[src/rtl/blake2_bus_host_pkg.sv]
`default_nettype none
// ============================================================================
//  Module      : blake2_bus_host_pkg
//  Description : Shared state encoding, byte-type codes and control bit
//                indices for the Blake2 Pmod bus host.
//  Revision    : 1.0 - initial release
// ============================================================================
package blake2_bus_host_pkg;

    typedef enum logic [2:0] {
        ST_IDLE      = 3'd0,
        ST_SEND      = 3'd1,
        ST_GAP       = 3'd2,
        ST_WAIT_RDY  = 3'd3,
        ST_WAIT_HASH = 3'd4,
        ST_DONE      = 3'd5
    } state_t;

    localparam logic [1:0] TYPE_CFG   = 2'b00;
    localparam logic [1:0] TYPE_FIRST = 2'b01;
    localparam logic [1:0] TYPE_DATA  = 2'b10;
    localparam logic [1:0] TYPE_LAST  = 2'b11;

    localparam int CTRL_VALID  = 0;
    localparam int HCTRL_VALID = 0;
    localparam int HCTRL_RDY   = 1;

endpackage
`default_nettype wire

[src/rtl/blake2_bus_host_hash_deser.sv]
`default_nettype none
// ============================================================================
//  Module      : hash_deser
//  Description : Collects HASH_BYTES returned hash bytes (byte 0 first) and
//                publishes the digest with a one-cycle done pulse.
//  Revision    : 1.0 - initial release
// ============================================================================
module hash_deser #(
    parameter int HASH_BYTES = 32
) (
    input  logic                    clk,
    input  logic                    rst_n,
    input  logic                    clr_i,
    input  logic                    byte_valid_i,
    input  logic [7:0]              byte_i,
    output logic                    last_o,
    output logic [HASH_BYTES*8-1:0] hash_o,
    output logic                    done_o
);
    localparam int CW = $clog2(HASH_BYTES + 1);
    localparam int HW = HASH_BYTES * 8;
    localparam logic [CW-1:0] CNT_LAST = CW'(HASH_BYTES - 1);

    logic [CW-1:0] cnt_q;
    logic [HW-1:0] coll_q;
    logic [HW-1:0] hash_q;
    logic          done_q;

    // The byte completing the digest is the one arriving at the final index.
    assign last_o = byte_valid_i && (cnt_q == CNT_LAST);
    assign hash_o = hash_q;
    assign done_o = done_q;

    // Shift bytes in from the top so the first byte ends up in bits 7:0.
    always_ff @(posedge clk or negedge rst_n) begin
        if (!rst_n) begin
            cnt_q  <= '0;
            coll_q <= '0;
            hash_q <= '0;
            done_q <= 1'b0;
        end else begin
            done_q <= 1'b0;
            if (clr_i) begin
                cnt_q <= '0;
            end else if (byte_valid_i) begin
                coll_q <= {byte_i, coll_q[HW-1:8]};
                if (last_o) begin
                    cnt_q  <= '0;
                    hash_q <= {byte_i, coll_q[HW-1:8]};
                    done_q <= 1'b1;
                end else begin
                    cnt_q <= cnt_q + 1'b1;
                end
            end
        end
    end

endmodule
`default_nettype wire

[src/rtl/blake2_bus_host.sv]
`default_nettype none
// ============================================================================
//  Module      : blake2_bus_host
//  Description : Host end of the Blake2 Pmod byte bus. Forwards config and
//                message bytes to the core with block-boundary stalls, then
//                collects the returned digest with a timeout guard.
//  Revision    : 1.0 - initial release
// ============================================================================
module blake2_bus_host
    import blake2_bus_host_pkg::*;
#(
    parameter int HASH_BYTES  = 32,
    parameter int BLOCK_BYTES = 64,
    parameter int GAP_CYC     = 8,
    parameter int TIMEOUT_W   = 16
) (
    input  logic                    clk,
    input  logic                    rst_n,
    input  logic                    msg_valid_i,
    output logic                    msg_ready_o,
    input  logic [7:0]              msg_data_i,
    input  logic [1:0]              msg_type_i,
    input  logic                    clr_err_i,
    output logic [7:0]              data_o,
    output logic [2:0]              data_ctrl_o,
    input  logic [7:0]              hash_i,
    input  logic [1:0]              hash_ctrl_i,
    output logic [HASH_BYTES*8-1:0] hash_o,
    output logic                    hash_valid_o,
    output logic                    busy_o,
    output logic                    error_o
);
    localparam int BCW = $clog2(BLOCK_BYTES + 1);
    localparam int GCW = $clog2(GAP_CYC + 1);
    localparam logic [BCW-1:0] BLK_LAST = BCW'(BLOCK_BYTES - 1);
    localparam logic [GCW-1:0] GAP_LAST = GCW'(GAP_CYC - 1);

    state_t               state_q,    state_d;
    logic [BCW-1:0]       byte_cnt_q, byte_cnt_d;
    logic [GCW-1:0]       gap_cnt_q,  gap_cnt_d;
    logic [TIMEOUT_W-1:0] tmo_cnt_q,  tmo_cnt_d;
    logic [7:0]           data_q,     data_d;
    logic [2:0]           data_ctrl_q, data_ctrl_d;
    logic                 error_q,    error_d;

    logic w_hbyte, w_hrdy, w_accept;
    logic w_send, w_drop, w_stray, w_timeout;
    logic w_deser_last, w_deser_clr, w_deser_valid;

    assign w_hbyte     = hash_ctrl_i[HCTRL_VALID];
    assign w_hrdy      = hash_ctrl_i[HCTRL_RDY];
    assign msg_ready_o = ((state_q == ST_IDLE) || (state_q == ST_SEND)) && w_hrdy;
    assign w_accept    = msg_valid_i && msg_ready_o;

    // The collector only runs while a digest is expected; elsewhere it is
    // held cleared so a later message always starts at index 0.
    assign w_deser_clr   = (state_q != ST_WAIT_HASH);
    assign w_deser_valid = w_hbyte && (state_q == ST_WAIT_HASH);

    hash_deser #(
        .HASH_BYTES (HASH_BYTES)
    ) u_deser (
        .clk          (clk),
        .rst_n        (rst_n),
        .clr_i        (w_deser_clr),
        .byte_valid_i (w_deser_valid),
        .byte_i       (hash_i),
        .last_o       (w_deser_last),
        .hash_o       (hash_o),
        .done_o       (hash_valid_o)
    );

    // Next-state, counters, bus byte and error flag.
    always_comb begin
        state_d     = state_q;
        byte_cnt_d  = byte_cnt_q;
        gap_cnt_d   = gap_cnt_q;
        tmo_cnt_d   = '0;
        data_d      = data_q;
        data_ctrl_d = data_ctrl_q;
        data_ctrl_d[CTRL_VALID] = 1'b0;
        w_send      = 1'b0;
        w_drop      = 1'b0;
        w_timeout   = 1'b0;

        case (state_q)
            ST_IDLE: begin
                if (w_accept) begin
                    case (msg_type_i)
                        TYPE_CFG:   w_send = 1'b1;
                        TYPE_FIRST: begin
                            w_send     = 1'b1;
                            byte_cnt_d = BCW'(1);
                            state_d    = ST_SEND;
                        end
                        default:    w_drop = 1'b1;
                    endcase
                end
            end
            ST_SEND: begin
                if (w_accept) begin
                    case (msg_type_i)
                        TYPE_DATA: begin
                            w_send = 1'b1;
                            if (byte_cnt_q == BLK_LAST) begin
                                byte_cnt_d = '0;
                                state_d    = ST_GAP;
                            end else begin
                                byte_cnt_d = byte_cnt_q + 1'b1;
                            end
                        end
                        // The core pads a short final block, and a last byte
                        // that fills a block needs no gap either.
                        TYPE_LAST: begin
                            w_send     = 1'b1;
                            byte_cnt_d = '0;
                            state_d    = ST_WAIT_HASH;
                        end
                        default:   w_drop = 1'b1;
                    endcase
                end
            end
            ST_GAP: begin
                if (gap_cnt_q == GAP_LAST) begin
                    gap_cnt_d = '0;
                    state_d   = ST_WAIT_RDY;
                end else begin
                    gap_cnt_d = gap_cnt_q + 1'b1;
                end
            end
            ST_WAIT_RDY: begin
                if (w_hrdy) begin
                    state_d = ST_SEND;
                end
            end
            ST_WAIT_HASH: begin
                if (w_deser_last) begin
                    state_d = ST_DONE;
                end else if (w_hbyte) begin
                    tmo_cnt_d = '0;
                end else if (tmo_cnt_q == '1) begin
                    w_timeout = 1'b1;
                    state_d   = ST_IDLE;
                end else begin
                    tmo_cnt_d = tmo_cnt_q + 1'b1;
                end
            end
            ST_DONE: state_d = ST_IDLE;
            default: state_d = ST_IDLE;
        endcase

        if (w_send) begin
            data_d                  = msg_data_i;
            data_ctrl_d[2:1]        = msg_type_i;
            data_ctrl_d[CTRL_VALID] = 1'b1;
        end

        w_stray = w_hbyte && (state_q != ST_WAIT_HASH);

        // A new error event takes priority over a simultaneous clear.
        if (w_drop || w_stray || w_timeout) begin
            error_d = 1'b1;
        end else if (clr_err_i) begin
            error_d = 1'b0;
        end else begin
            error_d = error_q;
        end
    end

    // State and datapath registers.
    always_ff @(posedge clk or negedge rst_n) begin
        if (!rst_n) begin
            state_q     <= ST_IDLE;
            byte_cnt_q  <= '0;
            gap_cnt_q   <= '0;
            tmo_cnt_q   <= '0;
            data_q      <= '0;
            data_ctrl_q <= '0;
            error_q     <= 1'b0;
        end else begin
            state_q     <= state_d;
            byte_cnt_q  <= byte_cnt_d;
            gap_cnt_q   <= gap_cnt_d;
            tmo_cnt_q   <= tmo_cnt_d;
            data_q      <= data_d;
            data_ctrl_q <= data_ctrl_d;
            error_q     <= error_d;
        end
    end

    assign data_o      = data_q;
    assign data_ctrl_o = data_ctrl_q;
    assign busy_o      = (state_q != ST_IDLE);
    assign error_o     = error_q;

endmodule
`default_nettype wire

[config.mk]
export PLATFORM = sky130hd
export DESIGN_NAME = blake2_bus_host
export DESIGN_NICKNAME = d
export VERILOG_FILES = /design/src/rtl/blake2_bus_host_pkg.sv /design/src/rtl/blake2_bus_host_hash_deser.sv /design/src/rtl/blake2_bus_host.sv
export SDC_FILE = /design/constraint.sdc
export NUM_CORES = 1
export LEC_CHECK = 0
export BUFFER_PORTS_ARGS = -buffer_cell sky130_fd_sc_hd__buf_2
export CORE_MARGIN = 3
export CORE_UTILIZATION = 54
export CTS_BUF_LIST = sky130_fd_sc_hd__clkbuf_2
export CTS_CLUSTER_DIAMETER = 60
export CTS_CLUSTER_SIZE = 25
export DETAILED_ROUTE_END_ITERATION = 16
export PLACE_DENSITY = 0.79
export RECOVER_POWER = 50
export SETUP_SLACK_MARGIN = 0.2
export SLEW_MARGIN = 40
export SYNTH_ARGS = -nofsm -noshare
export SYNTH_HDL_FRONTEND = slang
export SYNTH_SLANG_ARGS = --single-unit
[constraint.sdc]
create_clock -name clk -period 1.98 [get_ports clk]
set_input_delay 0.198 -clock clk [delete_from_list [all_inputs] [get_ports clk]]
set_output_delay 0.198 -clock clk [all_outputs]
set_load 0.005 [all_outputs]
==> results.yml, run 1 <==
synthesis:
  synth_edf_count: 0
  synth_cell_types: 52
  syn_area_sq_um: 21100
  yosys-top-cells-area: "dfrtp_1 66%, nand2_1 14%, mux2_2 14%"
  synth_top_area_share_pct: 65.6
  syn-num-nets: 1865
  synth.largest_area_cell: "dfrtp_1"
  synth_warnings: 0
  synth-main-ff-cell: "dfrtp_1"
  ys_ff_latch: 553
  synth.avg_cell_area_sq_um: 11.5
  yosysSeqAreaShare_pct: 65.6
  synth_most_common_cell: "nand2_1"
  synth_cells: 1837
  synthTopCellsByCount: "792 x nand2_1, 553 x dfrtp_1, 258 x mux2_2"
  async_flop_share_pct: 100
hold_path:
  hold_path_class: "in -> reg"
  hold_path.startpoint: "msg_type_i[1]"
clock_network:
  cts_root_buffer: "clkbuf_2"
  cts_buffers: 31
  cts_buffer_depth: 3
  clkTransAtPathRegs_ns: 0.37
  clock-sinks: 553
  htree_levels: 1
  clkLatencyLatePin_ns: 1.06
  tritoncts: "built"
worst_setup_path:
  path_class: "reg -> out"
  crit_start: "state_q[1]$_DFFE_PN0P_"
  crit_path_end_kind: "output port"
  crit_fanout: 2
  r2r-start: "state_q[1]$_DFFE_PN0P_"
  start_kind: "flip-flop"
  worstPathRequired_ns: 1.78
  arrival_ns: 2.20
timing:
  tns_ns: -4.87
  fin_ws_ns: -0.423
  worstMarginPinSlew_ns: 1.33
  fin_crit_ns: 2.40
  hold_viol: 0
  finalCritPeriodShare_pct: 121
  final-setup-viol-count: 130
  slew_violations: 0
  finClkSkew_ns: 0.0980
  slew_headroom_pct: 11.5
  rsz0062_at_grt: "yes"
  fmax_mhz: 416
drt:
  via_count: 15200
  ant_nets: 0
  vias_per_cell: 5.31
  wirelength_um: 52400
  drc: 0
  routedWlPerCell_um: 18.4
  drt_first_iter_violations: 1096
  dr.pass1.iters: 5
floorplan:
  design.core.area_sq_um: 38100
  start_util_pct: 55.3
  pin_count: 295
  dieArea_sq_um: 41500
  dieHeight_um: 204
  rows: 71
  chipWidth_um: 204
finish:
  fin_cells: 2854
  regArea_sq_um: 13800
  area_growth_pct: 24.4
  drive_gt1_share_pct: 35.5
  nets: 2353
  nFillCells: 2588
  multi_input_area_sq_um: 6930
placement:
  gp_congestion: 0.809
  placedCellCount: 2607
  dp_hpwl_um: 31800
  numPortBuffers: 294
outcome:
  status: "finished, violations left"
  violations: "setup timing"
pwr:
  p_per_area_nw_per_um2: 720
  power.leakage_nw: 14.9
  ir_drop_mv: 0.499
grt:
  grt_max_degree: 72
  grt_util_all_layers_pct: 24.8
  grt_antenna_before_repair: 1
  grt_pass1_wl_um: 83200
  grt.overflow.total: 0
  grt_pass1_vias: 15500
job:
  maxCapViolCount: 0
[kinds of logic after synthesis]
logic type	Yosys count	synth area share, %
compound gates	34	1.12
xor+xnor	18	0.748
fa+ha+maj	4	0.237
buf+inv	99	2.18
flops	553	65.6
mux	261	13.9
simple gates	868	16.2
[report_power, final]
group	switching, mW	internal [mW]	total [mW]	leakage (nW)
clock network	3.59	0.784	4.37	0.235
logic	1.09	1.23	2.33	6.97
registers	0.400	11.8	12.2	7.68
[worst max-delay path, cell delays in order, from the launching register on]
cell and delay, ns:
dfrtp_1 0.49, buf_6 0.13, or3_4 0.39, buf_6 0.13
[metrics by stage]
step	area, sq um	hold slack (ns)	worst slack [ns]	utilization [%]	power (mW)
detailed placement	23600	0.164	0.146	61.9	14.0
CTS	25800	0.0170	-0.475	67.8	18.7
finish	26200	0.138	-0.423	68.8	18.9
global placement	23600	0.163	0.186	61.9	13.8
floorplan	21100	-0.0976	0.219	-	13.1
global route	26200	0.110	-0.565	68.8	19.7
[routing by layer]
metal	share of wire, %	track usage, %
met5	0	0
met4	3.8	7.45
met3	6.1	4.02
met2	49	41.3
met1	41	34.1
[cell usage in the layout (no fill, tap or decap), types with 13 or more instances in the layout]
cell	instances
buf_2	274
dlygate4sd3_1	44
dfrtp_1	553
nor2_1	22
nand3_1	13
clkbuf_2	33
mux2_2	246
nand2_1	789
xor2_1	14
buf_12	28
buf_4	140
buf_6	31
[final cells by class]
| cell class | count | area share [%] |
|---|---|---|
| Tap cell | 511 | 2.44 |
| Clock buffer | 31 | 0.592 |
| Timing Repair Buffer | 544 | 16.7 |
| Timing Repair inverter | 1 | 0.0334 |
| Sequential cell | 553 | 52.8 |
| Multi-Input combinational cell | 1185 | 26.4 |
| Inverter | 9 | 0.177 |
| Antenna cell | 2 | 0.0191 |
| Clock inverter | 18 | 0.792 |
[sequential cells by signal, summed over array words and instances, names as in the netlist]
signal          count
u_deser.hash_o    256
u_deser.coll_q    248
tmo_cnt_q          16
data_o              8
byte_cnt_q          7
u_deser.cnt_q       6
gap_cnt_q           4
data_ctrl_o         3
state_q             3
error_o             1
u_deser.done_o      1
[timing repair]
action                                  CTS  global route
pin swaps                                 5             8
buffers inserted                         85            49
resized for setup                        62            29
endpoints found under the setup margin  485           795
hold buffers                             45             0
hold endpoints to repair                789             0
cloned                                   17             0
[final timing paths]
check / to / slack (ns) / cells after the start
worst max-delay path: busy_o / -0.42 / 3
worst min-delay path: byte_cnt_q[6]$_DFFE_PN0P_ / 0.14 / 5
worst max register to register: state_q[0]$_DFFE_PN0P_ / -0.19 / 10
worst min register to register: u_deser.hash_o[120]$_DFFE_PN0P_ / 0.46 / 2
max in group asynchronous: u_deser.hash_o[103]$_DFFE_PN0P_ / -0.05 / 6
min in group asynchronous: u_deser.coll_q[119]$_DFFE_PN0P_ / 0.81 / 4
Power figures use the tool's default switching activity.
==> inputs of run 2 (changes only) <==
- HOLD_SLACK_MARGIN: unset -> 0.15
==> run 2 against run 1 <==
  * The run still ends with setup timing left
  * Critical endpoint unchanged
  * Global-route usage is 0.12 points higher
  * Critical path depth down 1
  * Combinational power is 20% higher
  * Via count rose by 12%
  * Clock-buffer cell count stayed put
  * Maximum frequency shrank 2.0%
  * Clock power up 4%
  * Sequential power hardly changed
  * Routed wire length increased by 28%
  * First-iteration DRC count rose by 26%
==> results.yml, run 2 (same netlist as run 1, synthesis figures left out) <==
floorplan:
  dieHeight_um: 204
  dieArea_sq_um: 41500
  pin_count: 295
  design.core.area_sq_um: 38100
  rows: 71
  start_util_pct: 55.3
  chipWidth_um: 204
timing:
  fmax_mhz: 408
  final-setup-viol-count: 504
  finClkSkew_ns: 0.0774
  worstMarginPinSlew_ns: 0.742
  fin_crit_ns: 2.45
  slew_headroom_pct: 50.5
  slew_violations: 0
  fin_ws_ns: -0.472
  hold-worst-slack_ns: 0.201
  rsz0062_at_grt: "yes"
  finalCritPeriodShare_pct: 124
  hold_viol: 0
  tns_ns: -29.55
clock_network:
  cts_buffer_depth: 3
  cts_root_buffer: "clkbuf_2"
  htree_levels: 1
  cts_buffers: 31
  clock-sinks: 553
  clkTransAtPathRegs_ns: 0.36
  clkLatencyLatePin_ns: 1.12
  tritoncts: "built"
worst_setup_path:
  worstPathRequired_ns: 1.78
  arrival_ns: 2.25
  slowest_stage: "dfrtp_1"
  worst-path-buf-inv: 1
  crit_path_end_kind: "output port"
  start_kind: "flip-flop"
  path_depth: 2
  crit_fanout: 9
  path_class: "reg -> out"
  cp_cell_sequence: "or3_4 > buf_6"
  r2r.worst_path.cells: 11
  critPathTopFamily: "flip-flops"
  cpPeakStageDelay_ns: 0.62
grt:
  grt_antenna_before_repair: 2
  grt_pass1_wl_um: 83500
  grt_pass1_vias: 15600
  grt_util_all_layers_pct: 24.9
  grt_max_degree: 72
  grt.overflow.total: 0
placement:
  placedInstanceArea_sq_um: 23600
  dp_hpwl_um: 31800
  placedCellCount: 2607
  gp_congestion: 0.809
  numPortBuffers: 294
  dp_worst_setup_slack_ns: 0.146
finish:
  fin_cells: 2955
  multi_input_area_sq_um: 7890
  stdcell_area_sq_um: 29100
  regArea_sq_um: 13800
  nFillCells: 2065
  layout_commonest_cell: "nand2_1"
  final_cell_mix: "702 x nand2_1, 553 x dfrtp_1, 274 x buf_2, 143 x buf_4, 134 x mux2_2"
  nets: 2454
  largest_reg_flops: 256
  area_growth_pct: 37.8
  drive_gt1_share_pct: 42.4
drt:
  dr.pass1.iters: 8
  drc: 0
  drt_first_iter_violations: 1384
  ant_nets: 0
  via_count: 16900
  routedWlPerCell_um: 22.6
  wirelength_um: 66800
  vias_per_cell: 5.73
hold_path:
  whs_path_depth: 5
  hold_path_class: "in -> reg"
pwr:
  p_per_area_nw_per_um2: 673
  ir_drop_mv: 0.562
  power.leakage_nw: 16.0
outcome:
  violations: "setup timing"
  status: "finished, violations left"
job:
  maxCapViolCount: 0
run 2: cell types whose count changed in the layout (fill, tap and decap cells not counted), sizes merged:
cell / before / now
buf: 486 / 543
nand2: 793 / 795
clkinv: 9 / 12
dlygate4sd3: 44 / 47
bufbuf: 8 / 0
clkbuf: 37 / 81
run 2: cell type report:
| class | count | share of cell area, % |
|---|---|---|
| clock buffers | 31 | 0.534 |
| multi-input cells | 1187 | 27.1 |
| inverters | 9 | 0.207 |
| diodes | 2 | 0.0172 |
| well taps | 511 | 2.20 |
| repair buffers | 640 | 21.4 |
| clock inverters | 18 | 0.715 |
| repair inverters | 4 | 0.181 |
| flip-flops and latches | 553 | 47.6 |
run 2: final timing paths:
check	from	slack, ns	end
worst min-delay path	hash_ctrl_i[1]	0.20	data_ctrl_o[2]$_DFFE_PN0P_
max in group asynchronous	rst_n	-0.13	u_deser.coll_q[24]$_DFFE_PN0P_
worst max-delay path	state_q[2]$_DFFE_PN0P_	-0.47	busy_o
min in group asynchronous	rst_n	0.88	u_deser.coll_q[230]$_DFFE_PN0P_
worst min register to register	u_deser.coll_q[9]$_DFFE_PN0P_	0.46	u_deser.hash_o[1]$_DFFE_PN0P_
worst max register to register	state_q[1]$_DFFE_PN0P_	-0.35	state_q[1]$_DFFE_PN0P_
run 2: repair_timing:
action / CTS / global route
endpoints found under the setup margin: 485 / 795
hold buffers: 48 / 0
setup buffers: 85 / 92
pin swaps: 5 / 96
gates resized for setup: 62 / 380
endpoints found under the hold margin: 987 / 0
gates cloned: 17 / 55
run 2: worst min-delay path, stage by stage:
cell           delay (ns)
dlygate4sd3_1        0.53
buf_2                0.15
and4bb_4             0.23
a21oi_1              0.14
nor2_1               0.06
run 2: where the power goes:
| group | internal (mW) | leakage [nW] | switching, mW |
|---|---|---|---|
| clock network | 0.787 | 0.235 | 3.74 |
| registers | 11.8 | 7.68 | 0.444 |
| logic | 1.49 | 8.08 | 1.31 |
| total | 14.1 | 16.0 | 5.50 |
run 2: layer usage:
| metal | vias to the layer above | track usage [%] | wire length (um) |
|---|---|---|---|
| met3 | 255 | 4.20 | 5270 |
| met5 | - | 0 | 41 |
| met2 | 936 | 41.5 | 32800 |
| met1 | 8625 | 33.9 | 24900 |
| met4 | 2 | 7.89 | 3760 |
| li1 | 7102 | - | - |
run 2: through the flow:
step | power (mW) | util [%]
after floorplan | 13.1 | -
after global routing | 20.2 | 76.2
after global placement | 13.8 | 61.9
after CTS | 18.7 | 67.9
final | 19.6 | 76.2
after detailed placement | 14.0 | 61.9
